$ cat src/rtl/alu_pkg.sv
// Shared opcodes, pulse-vector bit positions, flag indices and FSM states for the
// accumulator ALU command front-end.
package alu_pkg;

    localparam int unsigned DATA_W = 16;
    localparam int unsigned OPC_W  = 4;
    localparam int unsigned FLAG_W = 4;
    localparam int unsigned NPULSE = 10;

    localparam int unsigned OPC_CLR = 0;
    localparam int unsigned OPC_ADD = 1;
    localparam int unsigned OPC_SUB = 2;
    localparam int unsigned OPC_MUL = 3;
    localparam int unsigned OPC_DIV = 4;
    localparam int unsigned OPC_SHR = 5;
    localparam int unsigned OPC_SHL = 6;
    localparam int unsigned OPC_AND = 7;
    localparam int unsigned OPC_OR  = 8;
    localparam int unsigned OPC_NOT = 9;
    localparam int unsigned OPC_LDA = 10;

    // Pulse vector bit -> ALU control line: c8,c9,c13,c15..c21
    localparam int unsigned P_CLR = 0;
    localparam int unsigned P_ADD = 1;
    localparam int unsigned P_SUB = 2;
    localparam int unsigned P_MUL = 3;
    localparam int unsigned P_DIV = 4;
    localparam int unsigned P_SHR = 5;
    localparam int unsigned P_SHL = 6;
    localparam int unsigned P_AND = 7;
    localparam int unsigned P_OR  = 8;
    localparam int unsigned P_NOT = 9;

    localparam int unsigned FLAG_ZF = 3;
    localparam int unsigned FLAG_CF = 2;
    localparam int unsigned FLAG_OF = 1;
    localparam int unsigned FLAG_SF = 0;

    typedef logic [NPULSE-1:0] pulse_t;

    typedef enum logic [2:0] {
        ST_IDLE  = 3'd0,
        ST_EXEC  = 3'd1,
        ST_EXEC2 = 3'd2,
        ST_CAPT  = 3'd3,
        ST_RESP  = 3'd4
    } state_t;

endpackage

$ cat src/rtl/alu_op_decode.sv
// Combinational opcode decode: one-hot first-step pulse, legal bit, and two-step (LDA) bit.
module alu_op_decode
    import alu_pkg::*;
#(
    parameter int unsigned OPC_W = alu_pkg::OPC_W
) (
    input  logic [OPC_W-1:0] opc,
    output pulse_t           pulse_c,
    output logic             legal_c,
    output logic             two_step_c
);

    always_comb begin
        pulse_c    = '0;
        legal_c    = 1'b1;
        two_step_c = 1'b0;
        case (32'(opc))
            OPC_CLR: pulse_c[P_CLR] = 1'b1;
            OPC_ADD: pulse_c[P_ADD] = 1'b1;
            OPC_SUB: pulse_c[P_SUB] = 1'b1;
            OPC_MUL: pulse_c[P_MUL] = 1'b1;
            OPC_DIV: pulse_c[P_DIV] = 1'b1;
            OPC_SHR: pulse_c[P_SHR] = 1'b1;
            OPC_SHL: pulse_c[P_SHL] = 1'b1;
            OPC_AND: pulse_c[P_AND] = 1'b1;
            OPC_OR:  pulse_c[P_OR]  = 1'b1;
            OPC_NOT: pulse_c[P_NOT] = 1'b1;
            // LDA = clear, then add the operand on the following cycle
            OPC_LDA: begin
                pulse_c[P_CLR] = 1'b1;
                two_step_c     = 1'b1;
            end
            default: legal_c = 1'b0;
        endcase
    end

endmodule

$ cat src/rtl/alu_op_issue.sv
// Command front-end for the accumulator ALU: accepts opcode+operand, issues registered
// control pulses, captures ACC/flags into a valid/ready response. Option: ALU_DIVZERO_TRAP_EN.
module alu_op_issue
    import alu_pkg::*;
#(
    parameter int unsigned DATA_W = alu_pkg::DATA_W,
    parameter int unsigned OPC_W  = alu_pkg::OPC_W
) (
    input  logic              clk,
    input  logic              rst_n,
    input  logic              cmd_valid,
    output logic              cmd_ready,
    input  logic [OPC_W-1:0]  cmd_opc,
    input  logic [DATA_W-1:0] cmd_operand,
    output logic [DATA_W-1:0] br_out,
    output logic              c8,
    output logic              c9,
    output logic              c13,
    output logic              c15,
    output logic              c16,
    output logic              c17,
    output logic              c18,
    output logic              c19,
    output logic              c20,
    output logic              c21,
    input  logic [DATA_W-1:0] alu_out,
    input  logic [FLAG_W-1:0] alu_flags,
    output logic              rsp_valid,
    input  logic              rsp_ready,
    output logic [DATA_W-1:0] rsp_data,
    output logic [FLAG_W-1:0] rsp_flags,
    output logic              rsp_err
);

    state_t              state_q, state_d;
    logic                ready_q, ready_d;
    logic                lda_q, lda_d;
    pulse_t              pulse_q, pulse_d;
    logic [DATA_W-1:0]   br_q, br_d;
    logic                valid_q, valid_d;
    logic [DATA_W-1:0]   data_q, data_d;
    logic [FLAG_W-1:0]   flags_q, flags_d;
    logic                err_q, err_d;

    pulse_t              dec_pulse_c;
    logic                legal_c;
    logic                two_step_c;
    logic                trap_c;
    logic                accept_c;

    alu_op_decode #(.OPC_W(OPC_W)) u_decode (
        .opc        (cmd_opc),
        .pulse_c    (dec_pulse_c),
        .legal_c    (legal_c),
        .two_step_c (two_step_c)
    );

`ifdef ALU_DIVZERO_TRAP_EN
    assign trap_c = (cmd_opc == OPC_W'(OPC_DIV)) && (cmd_operand == '0);
`else
    assign trap_c = 1'b0;
`endif

    // ready_q is only ever high in IDLE, so it alone qualifies the handshake
    assign accept_c = cmd_valid && ready_q;

    always_ff @(posedge clk or negedge rst_n) begin
        if (!rst_n) begin
            state_q <= ST_IDLE;
            ready_q <= 1'b0;
            lda_q   <= 1'b0;
            pulse_q <= '0;
            br_q    <= '0;
            valid_q <= 1'b0;
            data_q  <= '0;
            flags_q <= '0;
            err_q   <= 1'b0;
        end else begin
            state_q <= state_d;
            ready_q <= ready_d;
            lda_q   <= lda_d;
            pulse_q <= pulse_d;
            br_q    <= br_d;
            valid_q <= valid_d;
            data_q  <= data_d;
            flags_q <= flags_d;
            err_q   <= err_d;
        end
    end

    always_comb begin
        state_d = state_q;
        ready_d = 1'b0;
        lda_d   = lda_q;
        pulse_d = '0;
        br_d    = br_q;
        valid_d = valid_q;
        data_d  = data_q;
        flags_d = flags_q;
        err_d   = err_q;
        case (state_q)
            ST_IDLE: begin
                if (accept_c) begin
                    br_d = cmd_operand;
                    if (!legal_c || trap_c) begin
                        // Nothing issued: report the untouched ACC with an error
                        state_d = ST_RESP;
                        valid_d = 1'b1;
                        data_d  = alu_out;
                        flags_d = alu_flags;
                        err_d   = 1'b1;
                    end else begin
                        state_d = ST_EXEC;
                        pulse_d = dec_pulse_c;
                        lda_d   = two_step_c;
                    end
                end else begin
                    ready_d = 1'b1;
                end
            end
            ST_EXEC: begin
                if (lda_q) begin
                    state_d        = ST_EXEC2;
                    pulse_d[P_ADD] = 1'b1;
                end else begin
                    state_d = ST_CAPT;
                end
            end
            ST_EXEC2: begin
                state_d = ST_CAPT;
                lda_d   = 1'b0;
            end
            ST_CAPT: begin
                state_d = ST_RESP;
                valid_d = 1'b1;
                data_d  = alu_out;
                flags_d = alu_flags;
                err_d   = 1'b0;
            end
            ST_RESP: begin
                if (rsp_ready) begin
                    state_d = ST_IDLE;
                    valid_d = 1'b0;
                    ready_d = 1'b1;
                end
            end
            default: begin
                state_d = ST_IDLE;
                valid_d = 1'b0;
            end
        endcase
    end

    assign cmd_ready = ready_q;
    assign br_out    = br_q;
    assign rsp_valid = valid_q;
    assign rsp_data  = data_q;
    assign rsp_flags = flags_q;
    assign rsp_err   = err_q;

    assign c8  = pulse_q[P_CLR];
    assign c9  = pulse_q[P_ADD];
    assign c13 = pulse_q[P_SUB];
    assign c15 = pulse_q[P_MUL];
    assign c16 = pulse_q[P_DIV];
    assign c17 = pulse_q[P_SHR];
    assign c18 = pulse_q[P_SHL];
    assign c19 = pulse_q[P_AND];
    assign c20 = pulse_q[P_OR];
    assign c21 = pulse_q[P_NOT];

endmodule

$ cat config.mk
export PLATFORM = sky130hd
export DESIGN_NAME = alu_op_issue
export DESIGN_NICKNAME = d
export VERILOG_FILES = /design/src/rtl/alu_pkg.sv /design/src/rtl/alu_op_decode.sv /design/src/rtl/alu_op_issue.sv
export SDC_FILE = /design/constraint.sdc
export NUM_CORES = 1
export LEC_CHECK = 0
export ABC_CLOCK_PERIOD_IN_PS = 1400
export BUFFER_PORTS_ARGS = -buffer_cell sky130_fd_sc_hd__clkbuf_2
export CORE_ASPECT_RATIO = 0.6
export CORE_UTILIZATION = 42
export CTS_BUF_LIST = sky130_fd_sc_hd__clkbuf_8 sky130_fd_sc_hd__clkbuf_16
export CTS_CLUSTER_DIAMETER = 50
export DETAILED_ROUTE_END_ITERATION = 8
export PLACE_DENSITY = 0.8
export SLEW_MARGIN = 25
export SYNTH_ARGS = -nofsm -noshare
export SYNTH_HDL_FRONTEND = slang
export SYNTH_SLANG_ARGS = --single-unit
$ cat constraint.sdc
create_clock -name clk -period 1.4 [get_ports clk]
set_input_delay 0.42 -clock clk [delete_from_list [all_inputs] [get_ports clk]]
set_output_delay 0.42 -clock clk [all_outputs]
set_load 0.01 [all_outputs]
==> flow_summary.yaml <==
run:
  max_cap_viol_count: 0
synth:
  syn-cell-area_mm2: 0.00219
  yosysSeqAreaShare_pct: 60.5
  yosysMostFrequentCell: "nand2_1"
  yosysWarnings: 0
  yosysTopAreaCellShare_pct: 60.5
  synthTopCellsByArea: "dfrtp_1 (61%), mux2_4 (14%), nand2_1 (9.3%), nor4_1 (1.7%), nor2_1 (1.5%)"
  synth_top_flop_cell: "dfrtp_1"
  async_reset_ff_share_pct: 100
  syn_avg_cell_area_um2: 12.0
  ys_ff_latch: 53
  synth_commonest_cells: "nand2_1 (54), dfrtp_1 (53), mux2_4 (20)"
  synth_cell_types: 31
  synth_cells: 183
  post-synth-top-area-cell: "dfrtp_1"
  synth_nets: 227
  synth-edff-count: 0
drt:
  ant_nets: 0
  first_iter_violations: 71
  dr.max_layer_used: "met4"
  wl_met2_um: 2450
  drc: 0
  avgRoutedWirePerCell_um: 15.2
  wl_met3_um: 442
  avgViaCountPerCell: 4.93
  routed-via-count: 1796
  m1WireLength_um: 2550
  wirelength_um: 5550
  drt_pre_antenna_iters: 4
pwr:
  p_total_mw: 6.31
  p_per_area_mw_per_mm2: 1990
  p_leak_nw: 1.66
  ir_drop_mv: 0.797
clock_network:
  clkSlewWorstSetupHoldPaths_ns: 0.09
  clk_path_buf_depth: 2
  ctsHoldBuffers: 0
  clk_latency_ns: 0.30
  htreeDepth: 2
  cts.root.buffer_cell: "clkbuf_8"
  cts_buffers: 5
  cts.sinks: 53
  cts_tree: "built"
timing:
  whs_ns: 0.0999
  layout_setup_ws_ns: -0.227
  setup_violations: 28
  hold_viol: 0
  grt_setup_unrepaired: "true"
  layout_min_cycle_time_ns: 1.63
  max_freq_ghz: 0.615
  tightestPinTransition_ns: 0.346
  maxSlewHeadroom_pct: 76.7
  period_share_pct: 116
  maxSlewViolCount: 0
  clock_skew_ns: 0.00532
floorplan:
  die_w_um: 95.2
  core_mm2: 0.00478
  chipHeight_um: 57.9
  io_pins: 93
  start_util_pct: 45.8
  design.die.area_mm2: 0.00552
  rows: 19
setup_path:
  worstPathRequired_ns: 1.59
  path_cells: "nor3_4 -> nand3_2 -> o21ai_4 -> buf_12 -> mux2_4"
  end_kind: "register"
  crit_type: "register to register"
  startpoint: "state_q[1]$_DFFE_PN0P_"
  crit_slowest_cell: "dfrtp_1"
  r2r_start: "state_q[1]$_DFFE_PN0P_"
  worstSetupStartpointType: "register"
  arrival_ns: 1.81
  slowest_delay_ns: 0.43
  crit_fanout: 20
placed_design:
  place_hpwl_um: 3870
  dp_cells: 352
  routabilityCongestion: 0.813
  dp_slack_ns: -0.219
  port_buffers: 92
global_routing:
  grt_max_degree: 54
  antenna_found_initial: 0
  grt_pass1_wl_um: 8470
  grt_pass1_vias: 1744
  overflow: 0
  grt_usage_pct: 20.9
layout:
  final_nets: 345
  fin_cells: 364
  utilization_pct: 66.2
  drive_gt1_share_pct: 54.8
  fill_cells: 352
  area_growth_pct: 44.3
  antennaDiodeCount: 0
worst_hold_path:
  hp-class: "primary input to asynchronous set/reset pin"
run_status:
  violations: "setup timing"
  outcome: "finished, violations left"
worst max-delay path, delay by kind of cell (launching register included):
family,cells,cell delay (ns)
AOI/OAI and AO/OA,1,0.18
buffers and inverters,1,0.22
DFF,1,0.43
muxes,1,0.32
and+or+nand+nor,2,0.37
final timing paths:
kind	slack, ns	depth (start not counted)	to
max	-0.23	5	rsp_data[11]$_DFFE_PN0P_
max in group asynchronous	1.06	2	rsp_data[8]$_DFFE_PN0P_
min in group clk	0.30	3	br_out[14]$_DFFE_PN0P_
min reg2reg	0.48	2	br_out[13]$_DFFE_PN0P_
max reg2reg	-0.23	5	rsp_data[11]$_DFFE_PN0P_
min	0.1	2	state_q[0]$_DFFE_PN0P_
registers in the layout, summed over array words and instances (netlist names):
| name | count |
|---|---|
| br_out | 16 |
| cmd_ready | 1 |
| lda_q | 1 |
| pulse_q | 10 |
| rsp_data | 16 |
| rsp_err | 1 |
| rsp_flags | 4 |
| rsp_valid | 1 |
| state_q | 3 |
layout make-up:
type                    count  area [µm²]  share of cell area [%]
repair buffers            121         761                    24.1
clock inverters             1        7.51                   0.237
multi-input cells         120         905                    28.6
clock buffers               6        82.6                    2.61
well taps                  63        78.8                    2.49
flip-flops and latches     53        1330                    42.0
cell families after synthesis:
group / after synthesis / share of synthesized area [%]
xor gates and xnor gates: 2 / 0.800
AOI/OAI and AO/OA: 11 / 3.20
and+or+nand+nor: 86 / 18.2
muxes: 21 / 14.2
DFF: 53 / 60.5
buffers and inverters: 10 / 3.03
layer usage:
metal  up-vias  track usage (%)
met3         9             5.91
met1       872             27.9
li1        839                -
met5         -                0
met4         0             8.87
met2        76             32.2
metrics by stage:
| stage | TNS (ns) | instance area, µm² |
|---|---|---|
| finish | -4.60 | 3160 |
| CTS | -4.09 | 3050 |
| global placement | -3.76 | 2870 |
| detailed placement | -4.79 | 2870 |
| floorplan | -2.11 | 2190 |
| global route | -7.95 | 3160 |
what timing repair did:
action                     CTS  global route
resized for setup           17            18
pin swaps                    2             5
buffers inserted             1             3
setup endpoints to repair   42            48
gates cloned                 2             1
layout by cell type (no fill, tap or decap), types with 2 or more instances in the layout:
cell,netlist,layout
clkbuf_2,0,91
nand2_1,54,53
dfrtp_1,53,52
mux2_4,20,21
buf_4,2,19
nor2_1,9,7
clkbuf_8,0,6
buf_6,2,6
a21oi_1,4,4
nor4_4,0,3
nor3_1,4,3
nor2b_4,1,2
nand2b_1,2,2
nor4_2,0,2
buf_12,0,2
buf_8,0,2
power by group:
part	total, mW	switching, mW	internal, mW
clock network	0.851	0.459	0.391
registers	2.50	0.367	2.14
logic	2.95	1.35	1.60
total	6.31	2.18	4.13
Note: power is estimated with default switching activity, not from simulation.
